$ cat config.mk
export PLATFORM = sky130hd
export DESIGN_NAME = kat_adc_gain_sched
export DESIGN_NICKNAME = d
export VERILOG_FILES = /design/src/rtl/kat_adc_gain_sched.sv
export SDC_FILE = /design/constraint.sdc
export NUM_CORES = 1
export LEC_CHECK = 0
export ABC_AREA = 1
export CAP_MARGIN = 40
export CORE_MARGIN = 8
export CORE_UTILIZATION = 35
export CTS_BUF_LIST = sky130_fd_sc_hd__clkbuf_16
export DETAILED_ROUTE_END_ITERATION = 10
export GPL_TIMING_DRIVEN = 1
export SYNTH_ARGS = -nofsm -noshare
export SYNTH_HDL_FRONTEND = slang
export SYNTH_SLANG_ARGS = --single-unit
$ cat constraint.sdc
create_clock -name app_clk -period 3.6 [get_ports app_clk]
set_clock_uncertainty 0.2 [all_clocks]
set_input_delay 0.36 -clock app_clk [delete_from_list [all_inputs] [get_ports app_clk]]
set_output_delay 0.36 -clock app_clk [all_outputs]
set_load 0.05 [all_outputs]
$ cat src/rtl/kat_adc_gain_sched.sv
`default_nettype none
// ============================================================================
//  Module   : kat_adc_gain_sched
//  Purpose  : Round-robin scheduler that shares one IIC gain_load/gain_value
//             port between NUM_REQ requesters, with a hold-off per write.
//  Revision : 1.0
// ============================================================================
module kat_adc_gain_sched #(
  parameter int NUM_REQ        = 4,
  parameter int GAIN_W         = 14,
  parameter int HOLDOFF_CYCLES = 4096,
  parameter bit SKIP_DUP       = 1'b1
) (
  input  logic                         app_clk,
  input  logic                         app_rst_n,
  input  logic [NUM_REQ-1:0]           req_valid,
  input  logic [NUM_REQ*GAIN_W-1:0]    req_gain,
  output logic [NUM_REQ-1:0]           req_ready,
  output logic                         gain_load,
  output logic [GAIN_W-1:0]            gain_value,
  output logic                         busy,
  output logic [$clog2(NUM_REQ)-1:0]   grant_id,
  output logic [15:0]                  load_count,
  output logic [15:0]                  skip_count
);

  localparam int ID_W  = $clog2(NUM_REQ);
  localparam int CNT_W = (HOLDOFF_CYCLES > 1) ? $clog2(HOLDOFF_CYCLES) : 1;
  localparam logic [CNT_W-1:0] C_HOLD_INIT = CNT_W'(HOLDOFF_CYCLES - 1);

  typedef enum logic [1:0] {
    S_IDLE = 2'd0,
    S_LOAD = 2'd1,
    S_HOLD = 2'd2
  } state_t;

  state_t              r_state, w_state_nxt;
  logic [GAIN_W-1:0]   w_req_gain  [NUM_REQ];
  logic [GAIN_W-1:0]   r_slot_gain [NUM_REQ];
  logic [NUM_REQ-1:0]  r_slot_full, w_slot_full_nxt, r_req_ready;
  logic [ID_W-1:0]     r_rr, w_win, w_idx, r_grant_id;
  logic                w_found, w_grant, w_skip;
  logic [GAIN_W-1:0]   w_win_gain, r_last_gain, r_gain_value;
  logic                r_last_valid, r_gain_load;
  logic [CNT_W-1:0]    r_cnt;
  logic [15:0]         r_load_count, r_skip_count;

  genvar gi;
  generate
    for (gi = 0; gi < NUM_REQ; gi++) begin : g_unpack
      assign w_req_gain[gi] = req_gain[gi*GAIN_W +: GAIN_W];
    end
  endgenerate

  // First full slot after the last winner, wrapping modulo NUM_REQ.
  always_comb begin
    w_found = 1'b0;
    w_win   = r_rr;
    w_idx   = '0;
    for (int k = 1; k <= NUM_REQ; k++) begin
      w_idx = ID_W'((int'(r_rr) + k) % NUM_REQ);
      if (!w_found && r_slot_full[w_idx]) begin
        w_found = 1'b1;
        w_win   = w_idx;
      end
    end
  end

  assign w_win_gain = r_slot_gain[w_win];

  always_ff @(posedge app_clk or negedge app_rst_n) begin
    if (!app_rst_n) r_state <= S_IDLE;
    else            r_state <= w_state_nxt;
  end

  always_comb begin
    w_state_nxt = r_state;
    w_grant     = 1'b0;
    w_skip      = 1'b0;
    case (r_state)
      S_IDLE: begin
        if (w_found) begin
          w_grant = 1'b1;
          if (SKIP_DUP && r_last_valid && (w_win_gain == r_last_gain)) w_skip = 1'b1;
          else                                                          w_state_nxt = S_LOAD;
        end
      end
      S_LOAD:  w_state_nxt = S_HOLD;
      S_HOLD:  if (r_cnt == '0) w_state_nxt = S_IDLE;
      default: w_state_nxt = S_IDLE;
    endcase
  end

  // Grant and accept never hit the same slot: accept needs it empty, grant needs it full.
  always_comb begin
    w_slot_full_nxt = r_slot_full;
    for (int i = 0; i < NUM_REQ; i++) begin
      if (w_grant && (w_win == ID_W'(i)))      w_slot_full_nxt[i] = 1'b0;
      else if (req_valid[i] && r_req_ready[i]) w_slot_full_nxt[i] = 1'b1;
    end
  end

  always_ff @(posedge app_clk or negedge app_rst_n) begin
    if (!app_rst_n) begin
      r_slot_full  <= '0;
      r_req_ready  <= '0;
      r_rr         <= ID_W'(NUM_REQ - 1);
      r_grant_id   <= '0;
      r_last_gain  <= '0;
      r_last_valid <= 1'b0;
      r_gain_value <= '0;
      r_gain_load  <= 1'b0;
      r_cnt        <= '0;
      r_load_count <= '0;
      r_skip_count <= '0;
      for (int i = 0; i < NUM_REQ; i++) r_slot_gain[i] <= '0;
    end else begin
      r_slot_full <= w_slot_full_nxt;
      r_req_ready <= ~w_slot_full_nxt;
      r_gain_load <= 1'b0;
      for (int i = 0; i < NUM_REQ; i++) begin
        if (req_valid[i] && r_req_ready[i]) r_slot_gain[i] <= w_req_gain[i];
      end
      if (w_grant) begin
        r_rr       <= w_win;
        r_grant_id <= w_win;
        if (w_skip) begin
          r_skip_count <= r_skip_count + 16'd1;
        end else begin
          r_gain_value <= w_win_gain;
          r_last_gain  <= w_win_gain;
          r_last_valid <= 1'b1;
        end
      end
      if (r_state == S_LOAD) begin
        r_gain_load  <= 1'b1;
        r_load_count <= r_load_count + 16'd1;
        r_cnt        <= C_HOLD_INIT;
      end else if ((r_state == S_HOLD) && (r_cnt != '0)) begin
        r_cnt <= r_cnt - 1'b1;
      end
    end
  end

  assign req_ready  = r_req_ready;
  assign gain_load  = r_gain_load;
  assign gain_value = r_gain_value;
  assign grant_id   = r_grant_id;
  assign load_count = r_load_count;
  assign skip_count = r_skip_count;
  assign busy       = (r_state != S_IDLE) || (|r_slot_full);

endmodule
`default_nettype wire

==> impl_metrics.toml, run 1 <==
[detailed_routing]
drtAntennaViolNets = 0
wl_um = 18500
viasPerCell = 4.72
drc = 0
wire_per_inst_um = 15.0
dr.pass1.iters = 5
drtIter0Drc = 267
vias = 5851

[floorplanning]
initial_utilization_pct = 35.8
dieHeight_um = 155
num_io_pins = 116
num_rows = 50
die_area_um2 = 24000
coreArea_um2 = 18800
die_w_um = 155

[power]
swShare_pct = 28.0
clock_power_share_pct = 40.6
p_per_area_nw_per_um2 = 452
p_int_mw = 2.88
combPwrFrac_pct = 18.3
peakVddDrop_mv = 0.321
p_seq_share_pct = 41.1
power_leakage_nw = 4.27
switching_power_mw = 1.12

[synth]
synth-async-reset-ratio_pct = 100
synth_nets = 909
yosysTopAreaCell = "dfrtp_1"
synthFlopType = "dfrtp_1"
synth.most_common_cell = "nand2_1"
synth_cells = 844
synth_top_area_share_pct = 47.5
ys_seq_area_share_pct = 48.3
ys_seq_elements = 130
synthesis.area_um2 = 6740
synth_edf_count = 0
ys_types = 34
yosys-top-cells-area = "dfrtp_1 (48%), nand2_1 (15%), nand3_1 (7.3%)"
synth_commonest_cells = "nand2_1 (274), dfrtp_1 (128), nand3_1 (99), inv_1 (82), nor2_1 (68)"
synth_area_per_cell_um2 = 7.99
yosys_warnings = 0

[hold_path]
hold_class = "input port to async pin"

[setup_path]
critPathTopFamily = "simple AND/OR/NAND/NOR gates"
endpoint_kind = "flop"
required_ns = 3.71
cp.buffers_inverters = 3
worst_ep_arrival_time_ns = 3.41
worst_path_largest_cell_delay_ns = 0.58
cp_common_cell = "nand2_1"
slowest_stage = "dfstp_2"
crit_chain = "buf_4 -> nand2_1 -> nand2_1 -> nand2_1 -> nand2_2 -> nand2_2 -> nand2_1 -> nand2_2 -> buf_8 -> nand3b_1 -> nand2_1 -> nand2_1 -> nand2_1 -> nand2_1 -> nand2_1 -> nor2_1 -> nand2_1 -> nor2_1 -> nand2_2 -> nor2_4 -> buf_12 -> nand2_1 -> nand2_1 -> nand2_1"
path_class = "flop to flop"
start_kind = "flop"
path_max_fanout = 23

[grt]
grt_pass1_vias = 5830
antenna_found_initial = 0
grt_pass1_wl_um = 30700
grt.total_usage_pct = 16.2
overflow = 0
grt_max_degree = 62

[placement]
dp_hpwl_um = 14000
gp_congestion = 0.927
place_ws_ns = 0.131
io_buffers = 115

[sta]
setup_violations = 0
max_clock_freq_ghz = 0.303
maxSlewViolCount = 0
fin_crit_sh_pct = 91.6
relSlewSlack_pct = 45.8
hold_viol = 0
fin_ws_ns = 0.302
worst_pin_slew_ns = 0.810
layout_min_cycle_time_ns = 3.30
fin_tns_setup_ns = 0
hold_slack_ns = 0.238

[cells_and_area]
fillers = 1860
fin_nets = 1033
syn2layout_area_growth_pct = 31.0
area.sequential_um2 = 3260
multi_input_area_um2 = 3040
antennaDiodeCount = 0
drive_above_1_share_pct = 10.1

[clock_tree]
clockBufferDepth = 2
cts_tree = "yes"
clkSlewWorstSetupHoldPaths_ns = 0.06
clockRootBuffer = "clkbuf_16"
h-tree-depth = 4
cts_inserted_buffers = 17
numClockSinks = 130
clock_latency_ns = 0.42

[run]
cap_viol_max_count = 0

[run_status]
status = "finished, final reports clean"
## placed cells by master, fill, tap and decap left out, types with 5 or more instances in the layout
cell type and n:
xor2_1 9, clkbuf_16 17, o21ai_1 10, xnor2_1 10
o21ai_0 15, clkinv_2 5, dfrtp_1 128, a21oi_1 25
nor3_1 10, nor2_1 68, clkdlybuf4s50_1 114, nand2_1 273
mux2_2 36, nand3_1 98, nand2_2 7, nand3b_1 13
nand4_1 5, inv_1 82, buf_4 7
## what timing repair did
action                                 4_1_cts  5_1_grt
hold buffers                                 1        0
resized for setup                            0       10
setup buffers                                0        2
setup endpoints to repair                    0       32
endpoints found under the hold margin       33        0
## registers in the layout (all words and copies together), names as in the netlist, 4 cells and up
name and flops:
r_slot_gain 56, load_count 16, skip_count 16, gain_value 14, r_cnt 12, r_slot_full 4, req_ready 4
## routing by layer
metal,routed length (µm),part of all wire [%],track usage (%)
met5,0,0,0
met4,225,1.2,4.85
met3,900,4.9,4.12
met2,8710,47,25.3
met1,8710,47,21.7
## area by class of cell
type	count	share of cell area (%)
sequential	130	36.9
multi-input combinational	603	34.4
timing repair buffer	129	15.1
clock buffer	17	4.82
inverter	87	3.73
tap	260	3.68
clock inverter	14	1.39
## cell families (layout without fill, tap and decap cells)
logic type	Yosys count	after routing	synth area share, %
buffers and inverters	111	247	7.05
xor gates and xnor gates	19	19	2.47
AOI/OAI and AO/OA	58	58	4.62
DFF	130	130	48.3
adders and majority gates	3	3	0.557
muxes	36	36	6.01
and+or+nand+nor	487	487	31.0
## per-stage QoR
step | std cells | instance area [µm²] | total power, mW | util (%)
floorplan | 844 | 6740 | 2.13 | -
global placement | 1204 | 8170 | 2.38 | 43.4
detailed placement | 1206 | 8220 | 2.39 | 43.6
CTS | 1238 | 8770 | 4.02 | 46.6
global route | 1240 | 8830 | 4.21 | 46.9
finish | 1240 | 8830 | 3.99 | 46.9
## worst reg2reg max path, cell delays in order (launching register included)
cell,delay [ns]
dfstp_2,0.58
buf_4,0.17
nand2_1,0.05
nand2_1,0.10
nand2_1,0.07
nand2_2,0.10
nand2_2,0.09
nand2_1,0.09
nand2_2,0.11
buf_8,0.19
nand3b_1,0.14
nand2_1,0.07
nand2_1,0.09
nand2_1,0.09
nand2_1,0.10
nand2_1,0.06
nor2_1,0.10
nand2_1,0.07
nor2_1,0.13
nand2_2,0.11
nor2_4,0.13
buf_12,0.16
nand2_1,0.06
nand2_1,0.07
nand2_1,0.05
## final timing paths
path | startpoint | to | slack, ns | cells after the start
max | r_rr[0] | skip_count[5] | 0.30 | 24
min | app_rst_n | r_slot_gain[18] | 0.24 | 2
max reg2reg | r_rr[0] | skip_count[5] | 0.30 | 24
min reg2reg | load_count[15] | load_count[15] | 0.28 | 1
max in group asynchronous | app_rst_n | load_count[10] | 2.09 | 3
min in group app_clk | load_count[15] | load_count[15] | 0.28 | 1
## power groups by stage
stage | sequential (mW) | combinational [mW] | clock (mW)
floorplan | 1.65 | 0.482 | 0
global placement | 1.66 | 0.713 | 0
detailed placement | 1.67 | 0.717 | 0
CTS | 1.64 | 0.723 | 1.66
global route | 1.66 | 0.833 | 1.72
finish | 1.64 | 0.729 | 1.62
(Power assumes the default switching activity.)
==> run 2, diff against run 1 <==
HOLD_SLACK_MARGIN = 0.02   (was unset)
==> results of run 2 <==
The final DEF is identical to that of run 1; final timing and power are the same.
